===== src/rtl/as_sc_hs_test_pkg.sv =====
`default_nettype none
// ============================================================================
//  Module   : as_sc_hs_test_pkg
//  Purpose  : Shared definitions for the hs-cell characterisation test loop:
//             checker state encoding, PRBS-7 (x^7+x^6+1) taps and the
//             one-step PRBS-7 shift function used by checker and generator.
//  Ports    : none (package)
//  Revision : 1.0 - initial release
// ============================================================================
package as_sc_hs_test_pkg;

    typedef enum logic [0:0] {
        SEEK   = 1'b0,
        LOCKED = 1'b1
    } chk_state_t;

    // Taps for x^7 and x^6: feedback bit is sr[6] ^ sr[5].
    localparam logic [6:0] c_PRBS7_TAPS = 7'b110_0000;

    // Advance the PRBS-7 register by one bit, new bit enters at the LSB.
    function automatic logic [6:0] prbs7_next(input logic [6:0] sr);
        return {sr[5:0], ^(sr & c_PRBS7_TAPS)};
    endfunction

endpackage
`default_nettype wire


===== src/rtl/as_sc_hs_sat_cnt.sv =====
`default_nettype none
// ============================================================================
//  Module   : as_sc_hs_sat_cnt
//  Purpose  : W-bit up-counter that sticks at all-ones instead of wrapping.
//             Clear has priority over increment.
//  Ports    : clk  - clock
//             rst  - synchronous active-high reset
//             clr  - synchronous clear to zero
//             inc  - increment request
//             cnt  - current count
//  Revision : 1.0 - initial release
// ============================================================================
module as_sc_hs_sat_cnt
    import as_sc_hs_test_pkg::*;
#(
    parameter int W = 16
) (
    input  logic         clk,
    input  logic         rst,
    input  logic         clr,
    input  logic         inc,
    output logic [W-1:0] cnt
);

    logic [W-1:0] r_cnt;

    always_ff @(posedge clk) begin
        if (rst || clr) begin
            r_cnt <= '0;
        end else if (inc && (r_cnt != {W{1'b1}})) begin
            r_cnt <= r_cnt + W'(1);
        end
    end

    assign cnt = r_cnt;

endmodule
`default_nettype wire


===== config.mk =====
export PLATFORM = sky130hd
export DESIGN_NAME = as_sc_hs_sat_cnt
export DESIGN_NICKNAME = d
export VERILOG_FILES = /design/src/rtl/as_sc_hs_test_pkg.sv /design/src/rtl/as_sc_hs_sat_cnt.sv
export SDC_FILE = /design/constraint.sdc
export NUM_CORES = 1
export LEC_CHECK = 0
export CAP_MARGIN = 20
export CORE_ASPECT_RATIO = 0.75
export CORE_MARGIN = 2
export CORE_UTILIZATION = 35
export CTS_BUF_LIST = sky130_fd_sc_hd__clkbuf_16
export DETAILED_ROUTE_END_ITERATION = 8
export GPL_TIMING_DRIVEN = 0
export PLACE_DENSITY_LB_ADDON = 0.25
export SLEW_MARGIN = 0
export SYNTH_ARGS = -nofsm -noshare
export SYNTH_HDL_FRONTEND = slang
export SYNTH_SLANG_ARGS = --single-unit
export TNS_END_PERCENT = 50

===== constraint.sdc =====
create_clock -name clk -period 3 [get_ports clk]
set_clock_uncertainty 0.2 [all_clocks]
set_input_delay 0.75 -clock clk [delete_from_list [all_inputs] [get_ports clk]]
set_output_delay 0.75 -clock clk [all_outputs]
set_load 0.005 [all_outputs]

### Word level (Yosys, flattened, before mapping)

Index checks and enable logic that the tools add are counted.

| word-level totals | value |
|---|---|
| register bits after elaboration | 16 |
| word-level logic and storage cells | 5 |
| output and inout port bits | 16 |

| operators by class | value |
|---|---|
| eq/ne operators | 1 |
| add/sub/neg operators | 1 |
| reduce and logical (&&, ||, !) cells | 2 |

Operator list:

| cell | number |
|---|---|
| adder 16 x 1 -> 16 bit (second input constant) | 1 |
| inequality test 16 bit (second input constant) | 1 |
| logical AND 1 bit | 1 |
| logical OR 1 bit | 1 |

### Logic depth before layout (Yosys ltp)

Gate-level depths: netlist (run 1).

| logic depth | value |
|---|---|
| depth after elaboration | 2 |
| gate-level depth with buffers | 5 |
| depth with buffers taken out | 5 |

### Worst setup path after synthesis (run 1)

No wires, ideal clock.

| timing path | value |
|---|---|
| kind | input -> register |
| start | in inc |
| end | reg r_cnt[14], in the netlist cnt[14] |
| arrival | 1592 ps |
| slack | 1137 ps |
| stages on the path | 4 |
| path through | nand4_1 -> a41o_1 -> or3_1 -> a21oi_1 |

| on the way | value |
|---|---|
| word-level cells in the longest chain between the ends | 1 |

RTL lines:

| item | RTL line | text |
|---|---|---|
| from (decl) | as_sc_hs_sat_cnt.sv:21 | `input logic inc,` |
| logical AND 1 bit | as_sc_hs_sat_cnt.sv:30 | `end else if (inc && (r_cnt != {W{1'b1}})) begin` |
| to (signal assigned) | as_sc_hs_sat_cnt.sv:31 | `r_cnt <= r_cnt + W'(1);` |
| to (decl) | as_sc_hs_sat_cnt.sv:25 | `logic [W-1:0] r_cnt;` |

Every way passes these cells.
A chain may end at the register's enable or synchronous reset.

### Final worst setup path (run 1)

| timing path | value |
|---|---|
| start | in inc |
| end | reg r_cnt[10], in the netlist cnt[10] |

The elaborated chain is that of the path after synthesis.

==> out/summary.json, run 1 <==
{
  "worst_setup_path": {
    "crit_path_start_kind": "input pin",
    "critical_path_sink_type": "register",
    "timing.critical_path.slowest_stage_cell": "sky130_fd_sc_hd__clkdlybuf4s50_1",
    "crit_arrival_ps": 2380,
    "cell_breakdown_of_the_critical_path": "clkdlybuf4s50_1 -> nand4_1 -> a211oi_1 -> a31oi_1 -> a41o_1",
    "worst-path-max-fanout": 5,
    "cp_slowest_stage_delay_ps": 620,
    "critPathKind": "input pin to register",
    "worst-endpoint-required_ps": 2930
  },
  "sta": {
    "post-route-period-util_pct": 81.48,
    "setup-tns-final_ps": 0,
    "report.final.hold_viol_count": 0,
    "timing_worst_slew_pin_value_ps": 624.9,
    "grt_setup_unrepaired": "false",
    "slew_headroom_pct": 57.99,
    "final_max_slew_viol_count": 0,
    "finalSetupViolCount": 0,
    "maximum_clock_frequency_ghz": 0.4091,
    "fin_crit_ps": 2444
  },
  "power": {
    "seq_power_share_pct": 44.0,
    "comb_power_share_pct": 3.6,
    "vdd_ir_drop_max_mv": 0.2480,
    "power-per-cell-area_nw_per_um2": 421.9,
    "switchingPower_uw": 90.09,
    "static-leakage-power_nw": 0.4060,
    "power.clock.fraction_pct": 52.3,
    "switching_share_pct": 18.43,
    "p_int_uw": 398.8
  },
  "layout": {
    "fill_cells": 243,
    "antenna-diode-count": 0,
    "post_route_cells_drive_above_1_share_pct": 9.322,
    "layout.cell_area.non_filler_sq_um": 1159,
    "final_net_count": 124,
    "area_delta_synth_final_pct": 36.78,
    "largest_register_ff_count": 16
  },
  "grt": {
    "pin_count_of_the_biggest_net_entering_global_routing": 11,
    "grt_pass1_vias": 644,
    "grt_overflow_total": 0,
    "grt_antenna_before_repair": 0,
    "track_usage_pct": 16.36,
    "global_route_wire_length_before_repair_mm": 3.167
  },
  "detailed_routing": {
    "route.detailed.wl_per_inst_um": 13.18,
    "route.antenna.remaining_nets": 0,
    "detail_route.drc_violations": 0,
    "number_of_iterations_in_the_first_detailed_routing_pass": 4,
    "routed_via_density": 5.362,
    "num_vias": 815,
    "wirelength_mm": 2.004,
    "drt-initial-drc-count": 19
  },
  "synth": {
    "synth.most_common_cell": "sky130_fd_sc_hd__dfxtp_1",
    "synth_top_cells_by_count": "16 x sky130_fd_sc_hd__dfxtp_1, 9 x sky130_fd_sc_hd__a21oi_1, 7 x sky130_fd_sc_hd__nor2_1",
    "async_reset_ff_share_pct": 0,
    "synth_seq_cells": 16,
    "yosys-top-cells-area": "sky130_fd_sc_hd__dfxtp_1 38%, sky130_fd_sc_hd__a21oi_1 5.3%, sky130_fd_sc_hd__a41o_1 4.7%, sky130_fd_sc_hd__and4_1 4.1%, sky130_fd_sc_hd__nand4_1 3.7%",
    "synth_sequential_area_ratio_pct": 37.81,
    "synth_top_area_share_pct": 37.81,
    "synthesis.nets": 100,
    "ys_types": 30,
    "synth_edf_count": 0,
    "synth_top_cell_by_area": "sky130_fd_sc_hd__dfxtp_1",
    "synth-main-ff-cell": "sky130_fd_sc_hd__dfxtp_1",
    "yosys_warnings": 0,
    "synth.avg_cell_area_sq_um": 8.916,
    "netlist_instances": 95,
    "syn_area_sq_um": 847.1
  },
  "clock_tree": {
    "cts-hold-fix-buffers": 0,
    "clock_tree_from_tritoncts": "yes",
    "cts-buffers-inserted": 3,
    "insertion_delay_ps": 240,
    "post_cts_sizing": 0,
    "post_cts_buffers": 0,
    "ctsLongestPathBuffers": 2,
    "cts_root_buf": "sky130_fd_sc_hd__clkbuf_16",
    "clk_pin_slew_ps": 50,
    "cts_htree_levels": 1,
    "clock_sink_count": 16
  },
  "floorplan": {
    "start_util_pct": 36.99,
    "die_width_um": 60.81,
    "boundaryPins": 20,
    "core-area_sq_um": 2290,
    "row_count": 15,
    "fp.dieH_um": 46.61,
    "die_area_sq_um": 2834
  },
  "min_path": {
    "hold_path_class": "register to register"
  },
  "placed_design": {
    "place.gp.congestion": 0.7715,
    "dpl_cell_area_sq_um": 1080,
    "portBuffers": 19,
    "hpwl_mm": 1.440
  },
  "flow_run": {
    "maxCapViolCount": 0
  },
  "outcome": {
    "status": "complete, no violations"
  }
}
cells by family (layout without fill, tap and decap cells):
group	after synthesis	count (layout)	share of synthesized area, %
buf+inv	4	27	1.920
fa+ha+maj	1	1	1.477
compound gates	27	27	21.86
flops	16	16	37.81
simple gates	44	44	33.82
xor+xnor	3	3	3.102
power groups by stage:
stage	Clock, mW	Sequential, mW	Combinational, mW
floorplan	0	0.219	0.00805
global placement	0	0.219	0.0178
detailed placement	0	0.219	0.0179
CTS	0.265	0.215	0.0181
global route	0.274	0.215	0.0199
finish	0.256	0.215	0.0178
worst max-delay path, delay by kind of cell:
kind,cells,cell delay (ps)
AND/OR/NAND/NOR,1,210
buffers and inverters,1,620
AO/OA/AOI/OAI,3,810
through the flow:
step | hold WS [ps] | power (mW) | util [%] | worst slack [ps] | cells
2_1_floorplan | 289.3 | 0.2273 | - | 1137 | 95
3_3_place_gp | 293.5 | 0.2371 | 47.16 | 373.2 | 148
3_5_place_dp | 295.8 | 0.2373 | 47.16 | 332.0 | 148
4_1_cts | 302.6 | 0.4979 | 50.60 | 555.4 | 152
5_1_grt | 322.7 | 0.5091 | 50.60 | 465.9 | 152
6_report | 303.4 | 0.4889 | 50.60 | 555.6 | 152
final cells by class:
type	instances	area [sq um]	area share, %
multi-input cells	75	510.5	44.06
clock inverters	1	3.754	0.3240
well taps	34	42.54	3.672
inverters	1	3.754	0.3240
flip-flops and latches	16	320.3	27.65
plain buffers	3	12.51	1.080
clock buffers	3	75.07	6.479
repair buffers	19	190.2	16.41
worst paths after layout:
check	startpoint	end	slack, ps	cells past startpoint
max	inc	cnt[10]	560	5
max reg2reg	cnt[0]	cnt[13]	1010	5
min	cnt[1]	cnt[1]	300	2
min reg2reg	cnt[1]	cnt[1]	300	2
per-layer routing:
metal / vias to the layer above / global-route usage (%) / part of all wire [%]
met4: 0 / 7.826 / 1.4
met5: - / 0 / 0
met3: 4 / 6.180 / 3.7
met2: 14 / 23.66 / 45
li1: 428 / - / -
met1: 369 / 21.42 / 50
cell usage in the layout, fill, tap and decap left out, drive strengths merged:
cell type	synthesis	final
and3	1	1
dfxtp	16	16
inv	1	1
clkinv	0	1
or4	4	4
o211a	1	1
clkbuf	3	6
nand3	5	5
nor3	1	1
xor2	2	2
a211oi	1	1
nand4	7	7
or2	1	1
and2	2	2
a41o	4	4
xnor2	1	1
or3	5	5
o21ai	5	5
ha	1	1
nor2	7	7
o41ai	1	1
o31ai	3	3
clkdlybuf4s50	0	19
and4	4	4
a31oi	3	3
a21oi	9	9
nand2	6	6
nor4	1	1
Note: power is estimated with default switching activity, not from simulation.
==> run 2: changes to the inputs <==
- clock period: 3 -> 2.38 ns (I/O delays scaled with it)
==> results of run 2 <==
The final DEF is identical to that of run 1. Status: complete, no violations.
Among the figures that moved: setup slack after placement 332.0 ps -> -133.0 ps; setup slack after layout 555.6 ps -> 90.62 ps; register-to-register setup slack 1010 ps -> 390 ps; total power 0.4889 mW -> 0.6162 mW; worst IR drop on VDD 0.2480 mV -> 0.3126 mV
